<file path="src/rtl/s_axil_regfile.sv">
// rtl/s_axil_regfile.sv - AXI4-Lite slave register file: NUM_RW control registers plus NUM_RO status words
module s_axil_regfile #(
  parameter int DATA_WIDTH = 32,
  parameter int ADDR_WIDTH = 32,
  parameter int NUM_RW = 6,
  parameter int NUM_RO = 2,
  parameter logic [DATA_WIDTH-1:0] RESET_VAL = '0,
  localparam int STRB_W = DATA_WIDTH / 8,
  localparam int ST_W = ((NUM_RO > 0) ? NUM_RO : 1) * DATA_WIDTH
) (
  input  logic                         clk,
  input  logic                         areset,
  input  logic [ADDR_WIDTH-1:0]        awaddr_i,
  input  logic                         awvalid_i,
  output logic                         awready_o,
  input  logic [DATA_WIDTH-1:0]        wdata_i,
  input  logic [STRB_W-1:0]            wstrb_i,
  input  logic                         wvalid_i,
  output logic                         wready_o,
  output logic [1:0]                   bresp_o,
  output logic                         bvalid_o,
  input  logic                         bready_i,
  input  logic [ADDR_WIDTH-1:0]        araddr_i,
  input  logic                         arvalid_i,
  output logic                         arready_o,
  output logic [DATA_WIDTH-1:0]        rdata_o,
  output logic [1:0]                   rresp_o,
  output logic                         rvalid_o,
  input  logic                         rready_i,
  output logic [NUM_RW*DATA_WIDTH-1:0] regs_o,
  output logic [NUM_RW-1:0]            wr_pulse_o,
  input  logic [ST_W-1:0]              status_i
);

  typedef enum logic {W_COLLECT, W_RESP} w_state_t;
  typedef enum logic {R_IDLE, R_DATA} r_state_t;

  localparam int ADDR_LSB = $clog2(STRB_W);
  localparam logic [ADDR_WIDTH-1:0] RW_END = ADDR_WIDTH'(NUM_RW);
  localparam logic [ADDR_WIDTH-1:0] RO_END = ADDR_WIDTH'(NUM_RW + NUM_RO);
  localparam logic [1:0] RESP_OKAY   = 2'd0;
  localparam logic [1:0] RESP_SLVERR = 2'd2;
  localparam logic [1:0] RESP_DECERR = 2'd3;

  w_state_t r_wstate, w_wstate_nxt;
  r_state_t r_rstate, w_rstate_nxt;

  logic                  r_awready, r_wready, r_bvalid;
  logic [1:0]            r_bresp;
  logic [ADDR_WIDTH-1:0] r_awaddr;
  logic [DATA_WIDTH-1:0] r_wdata;
  logic [STRB_W-1:0]     r_wstrb;
  logic [DATA_WIDTH-1:0] r_regs [NUM_RW];
  logic [NUM_RW-1:0]     r_wr_pulse;
  logic [DATA_WIDTH-1:0] r_rdata;
  logic [1:0]            r_rresp;

  logic                  w_aw_hs, w_w_hs, w_commit, w_b_hs, w_ar_hs, w_r_hs;
  logic [ADDR_WIDTH-1:0] w_aw_idx, w_ar_idx;
  logic [1:0]            w_wr_resp, w_rd_resp;
  logic [DATA_WIDTH-1:0] w_rd_data;

  assign w_aw_hs  = awvalid_i && r_awready;
  assign w_w_hs   = wvalid_i && r_wready;
  // Both ready flags low while collecting means address and data are latched.
  assign w_commit = (r_wstate == W_COLLECT) && !r_awready && !r_wready;
  assign w_b_hs   = r_bvalid && bready_i;
  assign w_ar_hs  = arvalid_i && (r_rstate == R_IDLE);
  assign w_r_hs   = (r_rstate == R_DATA) && rready_i;

  assign w_aw_idx = r_awaddr >> ADDR_LSB;
  assign w_ar_idx = araddr_i >> ADDR_LSB;

  always_comb begin
    w_wr_resp = RESP_DECERR;
    if (w_aw_idx < RW_END)
      w_wr_resp = RESP_OKAY;
    else if (w_aw_idx < RO_END)
      w_wr_resp = RESP_SLVERR;
  end

  always_comb begin
    w_rd_data = '0;
    w_rd_resp = RESP_DECERR;
    for (int i = 0; i < NUM_RW; i++) begin
      if (w_ar_idx == ADDR_WIDTH'(i)) begin
        w_rd_data = r_regs[i];
        w_rd_resp = RESP_OKAY;
      end
    end
    for (int j = 0; j < NUM_RO; j++) begin
      if (w_ar_idx == ADDR_WIDTH'(NUM_RW + j)) begin
        w_rd_data = status_i[j*DATA_WIDTH +: DATA_WIDTH];
        w_rd_resp = RESP_OKAY;
      end
    end
  end

  always_comb begin
    w_wstate_nxt = r_wstate;
    case (r_wstate)
      W_COLLECT: if (w_commit) w_wstate_nxt = W_RESP;
      W_RESP:    if (w_b_hs) w_wstate_nxt = W_COLLECT;
      default:   w_wstate_nxt = W_COLLECT;
    endcase
  end

  always_comb begin
    w_rstate_nxt = r_rstate;
    case (r_rstate)
      R_IDLE:  if (w_ar_hs) w_rstate_nxt = R_DATA;
      R_DATA:  if (w_r_hs) w_rstate_nxt = R_IDLE;
      default: w_rstate_nxt = R_IDLE;
    endcase
  end

  always_ff @(posedge clk or negedge areset) begin
    if (!areset) begin
      r_wstate <= W_COLLECT;
      r_rstate <= R_IDLE;
    end else begin
      r_wstate <= w_wstate_nxt;
      r_rstate <= w_rstate_nxt;
    end
  end

  always_ff @(posedge clk or negedge areset) begin
    if (!areset) begin
      r_awready  <= 1'b1;
      r_wready   <= 1'b1;
      r_bvalid   <= 1'b0;
      r_bresp    <= RESP_OKAY;
      r_awaddr   <= '0;
      r_wdata    <= '0;
      r_wstrb    <= '0;
      r_wr_pulse <= '0;
      for (int i = 0; i < NUM_RW; i++) r_regs[i] <= RESET_VAL;
    end else begin
      r_wr_pulse <= '0;
      if (w_aw_hs) begin
        r_awready <= 1'b0;
        r_awaddr  <= awaddr_i;
      end
      if (w_w_hs) begin
        r_wready <= 1'b0;
        r_wdata  <= wdata_i;
        r_wstrb  <= wstrb_i;
      end
      if (w_commit) begin
        r_bvalid <= 1'b1;
        r_bresp  <= w_wr_resp;
        for (int i = 0; i < NUM_RW; i++) begin
          if (w_aw_idx == ADDR_WIDTH'(i)) begin
            r_wr_pulse[i] <= 1'b1;
            for (int k = 0; k < STRB_W; k++)
              if (r_wstrb[k]) r_regs[i][k*8 +: 8] <= r_wdata[k*8 +: 8];
          end
        end
      end
      if (w_b_hs) begin
        r_bvalid  <= 1'b0;
        r_bresp   <= RESP_OKAY;
        r_awready <= 1'b1;
        r_wready  <= 1'b1;
      end
    end
  end

  // Read sampling uses the pre-commit register value, so a same-edge write is not visible.
  always_ff @(posedge clk or negedge areset) begin
    if (!areset) begin
      r_rdata <= '0;
      r_rresp <= RESP_OKAY;
    end else if (w_ar_hs) begin
      r_rdata <= w_rd_data;
      r_rresp <= w_rd_resp;
    end
  end

  for (genvar g = 0; g < NUM_RW; g++) begin : g_regs
    assign regs_o[g*DATA_WIDTH +: DATA_WIDTH] = r_regs[g];
  end

  assign awready_o  = r_awready;
  assign wready_o   = r_wready;
  assign bvalid_o   = r_bvalid;
  assign bresp_o    = r_bresp;
  assign arready_o  = (r_rstate == R_IDLE);
  assign rvalid_o   = (r_rstate == R_DATA);
  assign rdata_o    = r_rdata;
  assign rresp_o    = r_rresp;
  assign wr_pulse_o = r_wr_pulse;

endmodule

</file>
<file path="config.mk">
export PLATFORM = sky130hd
export DESIGN_NAME = s_axil_regfile
export DESIGN_NICKNAME = d
export VERILOG_FILES = /design/src/rtl/s_axil_regfile.sv
export SDC_FILE = /design/constraint.sdc
export NUM_CORES = 1
export LEC_CHECK = 0
export ABC_AREA = 1
export CAP_MARGIN = 0
export CORE_ASPECT_RATIO = 0.9
export CORE_MARGIN = 1
export CORE_UTILIZATION = 45
export CTS_BUF_LIST = sky130_fd_sc_hd__clkbuf_16
export CTS_CLUSTER_SIZE = 28
export DETAILED_ROUTE_END_ITERATION = 10
export PLACE_DENSITY_LB_ADDON = 0.08
export SYNTH_ARGS = -nofsm -noshare
export SYNTH_HDL_FRONTEND = slang
export SYNTH_SLANG_ARGS = --single-unit
</file>
<file path="constraint.sdc">
create_clock -name clk -period 5.9 [get_ports clk]
set_input_delay 0.59 -clock clk [delete_from_list [all_inputs] [get_ports clk]]
set_output_delay 0.59 -clock clk [all_outputs]
set_load 0.01 [all_outputs]
</file>
-- Word level (Yosys, flattened, before mapping)
Cells that the tools add are included.
- bits in writable memories: 0
- word-level logic and storage cells: 129
- output and inout port bits: 239
- ROM bits: 0
- bits of input ports: 171
- latch bits: 0
- memories: 0
- flip-flop bits (word level): 307
- bitwise logic cells: 2
- multipliers: 0
- reductions and logical operators: 38
- equal/unequal tests: 12
- muxes and demuxes: 39
- shift-type cells: 0
- div/mod/pow operators: 0
- magnitude comparators: 2
- $add $sub $neg: 0
- operator list (kind ; number):
    two-way mux 32 bit ; 8
    equality test 30 x 3 -> 1 bit, second input constant ; 6
    equality test 30 x 2 -> 1 bit, second input constant ; 4
    AND reduction 3 bit ; 24
    zero test 32 bit ; 2
    equality test 30 x 1 -> 1 bit, second input constant ; 2
    less-than comparator 30 x 3 -> 1 bit, second input constant ; 1
    less-than comparator 30 x 4 -> 1 bit, second input constant ; 1
    two-way mux 2 bit ; 11
    two-way mux 1 bit ; 17
    logical AND 1 bit ; 7
    two-way mux 6 bit ; 1
    nonzero test 2 bit ; 3
    one-hot mux 1 bit (2 select lines) ; 2
    zero test 1 bit ; 2
    inverter 1 bit ; 2

-- Longest topological paths before layout
- depth after elaboration: 9
- depth in mapped cells: 16
- gate-level depth less buffers: 14

-- Worst setup path before layout
OpenSTA, ideal clock, no wires.
- path type: in2reg
- start point: input port araddr_i[7]
- end point: register r_rdata[29] (netlist: rdata_o[29])
- required time: 5784 ps
- stages on the path: 15
- path buffers: 1
- library setup time: 116 ps
- setup slack: 3811 ps
- data arrival time: 1973 ps
- cell sequence: nor2_1 -> nand2_1 -> nor2_1 -> inv_1 -> nor2_2 -> nand2_1 -> buf_2 -> nand2_1 -> nand3_1 -> nand2_1 -> nand2_1 -> nand2_1 -> nand2_1 -> nand2_1 -> nand2_1
- longest elaborated chain between the ends: 9
- elaborated cells on any way between the ends: 16
- those cells by class: eq/ne: 7; mux: 8; reduce/logical: 1
- ends and longest elaborated chain (what ; line ; source):
    from (decl) ; 23 ; input logic [ADDR_WIDTH-1:0] araddr_i,
    zero test 32 bit ; 86 ; if (w_ar_idx == ADDR_WIDTH'(i)) begin
    two-way mux 32 bit (6 in series) ; 86 ;
    two-way mux 32 bit ; 92 ; if (w_ar_idx == ADDR_WIDTH'(NUM_RW + j)) begin
    two-way mux 32 bit * ; 92 ;
    to (signal assigned) ; 175 ; r_rdata <= w_rd_data;
    to (decl) ; 55 ; logic [DATA_WIDTH-1:0] r_rdata;
Every way passes the cells marked *; elsewhere a longest branch is shown, timed or not.
A chain may end at the register's enable or synchronous reset.

-- Worst setup path in the final report
- start point: input port araddr_i[15]
- end point: register r_rdata[22] (netlist: rdata_o[22])
Same word-level chain as after synthesis.

==> results.json <==
{
  "status": "complete, no violations",
  "finalCritPeriodShare_pct": 55.6,
  "synthFlopType": "dfrtp_1",
  "core_um2": 30900,
  "startpoint_type": "primary input",
  "synth_xor_area_share_pct": 0,
  "fin_util_pct": 63.7,
  "place_ws_ns": 2.18,
  "dpl.hpwl_mm": 35.1,
  "clk_pin_slew_ns": 0.06,
  "cp_data_arrival_time_ns": 3.69,
  "cts_resized": 0,
  "powerDensity_nw_per_um2": 278,
  "cpMostUsedCell": "nand2_1",
  "drtIter0Drc": 1024,
  "drt-pass1-iter-count": 5,
  "p_leak_nw": 9.08,
  "worst_ep_required_time_ns": 6.31,
  "worstSetupPathType": "in -> reg",
  "antenna_found_initial": 5,
  "worst_slew_pin_slew_ns": 1.24,
  "drv_cap": 0,
  "start_util_pct": 45.9,
  "slowest_delay_ns": 0.69,
  "dr_total_vias": 13400,
  "finalSetupViolCount": 0,
  "synth_top_cell_by_area": "dfrtp_1",
  "yosys-top-cells-count": "529 x nand2_1, 302 x dfrtp_1, 198 x o21ai_0, 143 x inv_1, 142 x nor2_1",
  "post-route-drc-count": 0,
  "finalCriticalPeriod_ns": 3.28,
  "clock_path_buffers": 3,
  "synth_area_um2": 14200,
  "cts_tree": "done",
  "die_x_um": 189,
  "drive_gt1_share_pct": 7.42,
  "dieArea_um2": 32200,
  "place_congestion": 0.893,
  "final_antenna_net_count": 0,
  "yosys.area_share.simple_pct": 26.7,
  "stdcell_area_um2": 19700,
  "rsz0062_at_grt": "no",
  "grt_max_degree": 161,
  "grt_usage_pct": 30.4,
  "synthCells": 1736,
  "fp-row-count": 61,
  "clock-root-buffer": "clkbuf_16",
  "finalWirelength_mm": 49.2,
  "dp.cells": 2490,
  "skew_ns": 0.0240,
  "path_delay_family": "simple AND/OR/NAND/NOR gates",
  "layout.nets": 2289,
  "wl_per_cell_um": 19.3,
  "slew_headroom_pct": 16.6,
  "post_cts_hold_buffer_count": 0,
  "slew_viol_final": 0,
  "grt_pass1_wl_mm": 74.6,
  "yosys.cell_count.top_type": "nand2_1",
  "worst_slack_ns": 2.62,
  "syn_nets": 1907,
  "hold_ws_ns": 0.0520,
  "synth_top_family_by_area": "simple AND/OR/NAND/NOR gates",
  "hold_viol": 0,
  "synth-compound-area-share_pct": 11.3,
  "synth-edff-count": 0,
  "die_h_um": 170,
  "boundaryPins": 410,
  "tns_ns": 0,
  "nFillCells": 2677,
  "power_mw": 5.47,
  "grt_pass1_vias": 12600,
  "muxShareOfSynthArea_pct": 1.91,
  "critical_path_buf_inv_count": 2,
  "yosysTopAreaCellShare_pct": 53.3,
  "synthDistinctLibCells": 33,
  "max_freq_mhz": 305,
  "cts.sinks": 304,
  "area_growth_pct": 38.9,
  "peakVddDrop_mv": 0.224,
  "cts_setup_buffers": 0,
  "crit_path_max_fanout": 56,
  "viasPerCell": 5.24,
  "placed_area_um2": 18600,
  "endpoint_kind": "flip-flop",
  "yosys.area_share.adder_pct": 0,
  "port_buffers": 405,
  "htreeDepth": 2,
  "synth_area_per_cell_um2": 8.17,
  "cts-buffers-inserted": 35,
  "hold_path_class": "in -> async",
  "layout.cells.non_filler": 2555,
  "clock_latency_ns": 0.52,
  "cp_cell_sequence": "clkdlybuf4s50_1, nor2_1, and2_1, nand2_2, nor2_4, buf_4, nand2_1, nand2_1, nor2_1, nand2_1, nand2_1, nand2_1, nand2_1, nand2_1, nand2_1",
  "synth_area_leaders": "dfrtp_1 53%, nand2_1 14%, o21ai_0 7.0%",
  "yosys_register_bits": 304,
  "yosys_warnings": 0,
  "grt_overflow": 0,
  "yosysSeqAreaShare_pct": 53.7,
  "slowest_stage": "nand2_1",
  "synthArstFlopShare_pct": 100
}
## layout make-up
class                      instances  area, um^2  area share (%)
inverter                         150         563            2.86
tap                              409         512            2.60
timing repair buffer             424        4210            21.4
multi-input combinational       1203        5690            28.9
clock buffer                      36         901            4.58
sequential                       304        7610            38.7
clock inverter                    25         181           0.922
antenna                            4        10.0          0.0509
## flip-flops by register name, indices dropped and copies added, names as in the netlist
signal / flops
r_wdata: 32
r_wstrb: 4
rresp_o: 1
rvalid_o: 1
bvalid_o: 1
wr_pulse_o: 6
rdata_o: 32
wready_o: 1
awready_o: 1
r_awaddr: 30
r_wstate: 1
bresp_o: 2
regs_o: 192
## per-layer routing
layer	GRT usage [%]	share of wire (%)	wire length, um
met4	10.1	3.2	1570
met2	49.3	46	22700
met5	0	0.026	13
met3	9.20	10	4970
met1	38.9	41	20000
## worst paths after layout
kind | start | endpoint | slack, ns | cells past startpoint
max | araddr_i[15] | rdata_o[22] | 2.62 | 15
min | areset | regs_o[185] | 0.05 | 1
max reg2reg | r_awaddr[11] | regs_o[73] | 2.71 | 5
min reg2reg | rdata_o[3] | rdata_o[3] | 0.48 | 2
max in group asynchronous | areset | regs_o[181] | 4.46 | 2
min in group clk | rdata_o[3] | rdata_o[3] | 0.48 | 2
## worst reg2reg max path, stage by stage (launching register included)
cell and delay [ns]:
dfrtp_1 0.38, nor4_1 0.35, nand2_1 0.27, nor3_1 1.05, nand2_1 0.66, o21ai_0 0.37
## cell usage in the layout (no fill, tap or decap), types with 24 or more instances in the layout
cell	instances
mux2_2	24
clkdlybuf4s50_1	404
inv_1	151
a21oi_1	43
nand4_1	39
dfrtp_1	302
nand3_1	138
nand2_1	528
o21ai_2	32
nor2_1	136
clkbuf_16	36
o21ai_0	197
## kinds of logic (layout without fill, tap and decap cells)
| family | after synthesis | count (layout) |
|---|---|---|
| flops | 304 | 304 |
| simple gates | 889 | 889 |
| compound gates | 290 | 290 |
| buf+inv | 229 | 635 |
| mux | 24 | 24 |
| other cells | 0 | 4 |
## report_power, final
group | internal [mW] | switching, mW | leakage (nW) | total, mW
clock network | 1.20 | 0.873 | 0.563 | 2.07
logic | 0.324 | 0.600 | 4.48 | 0.924
registers | 2.34 | 0.136 | 4.05 | 2.48
total | 3.86 | 1.61 | 9.08 | 5.47
No activity file was read; power rests on OpenSTA's default activity.
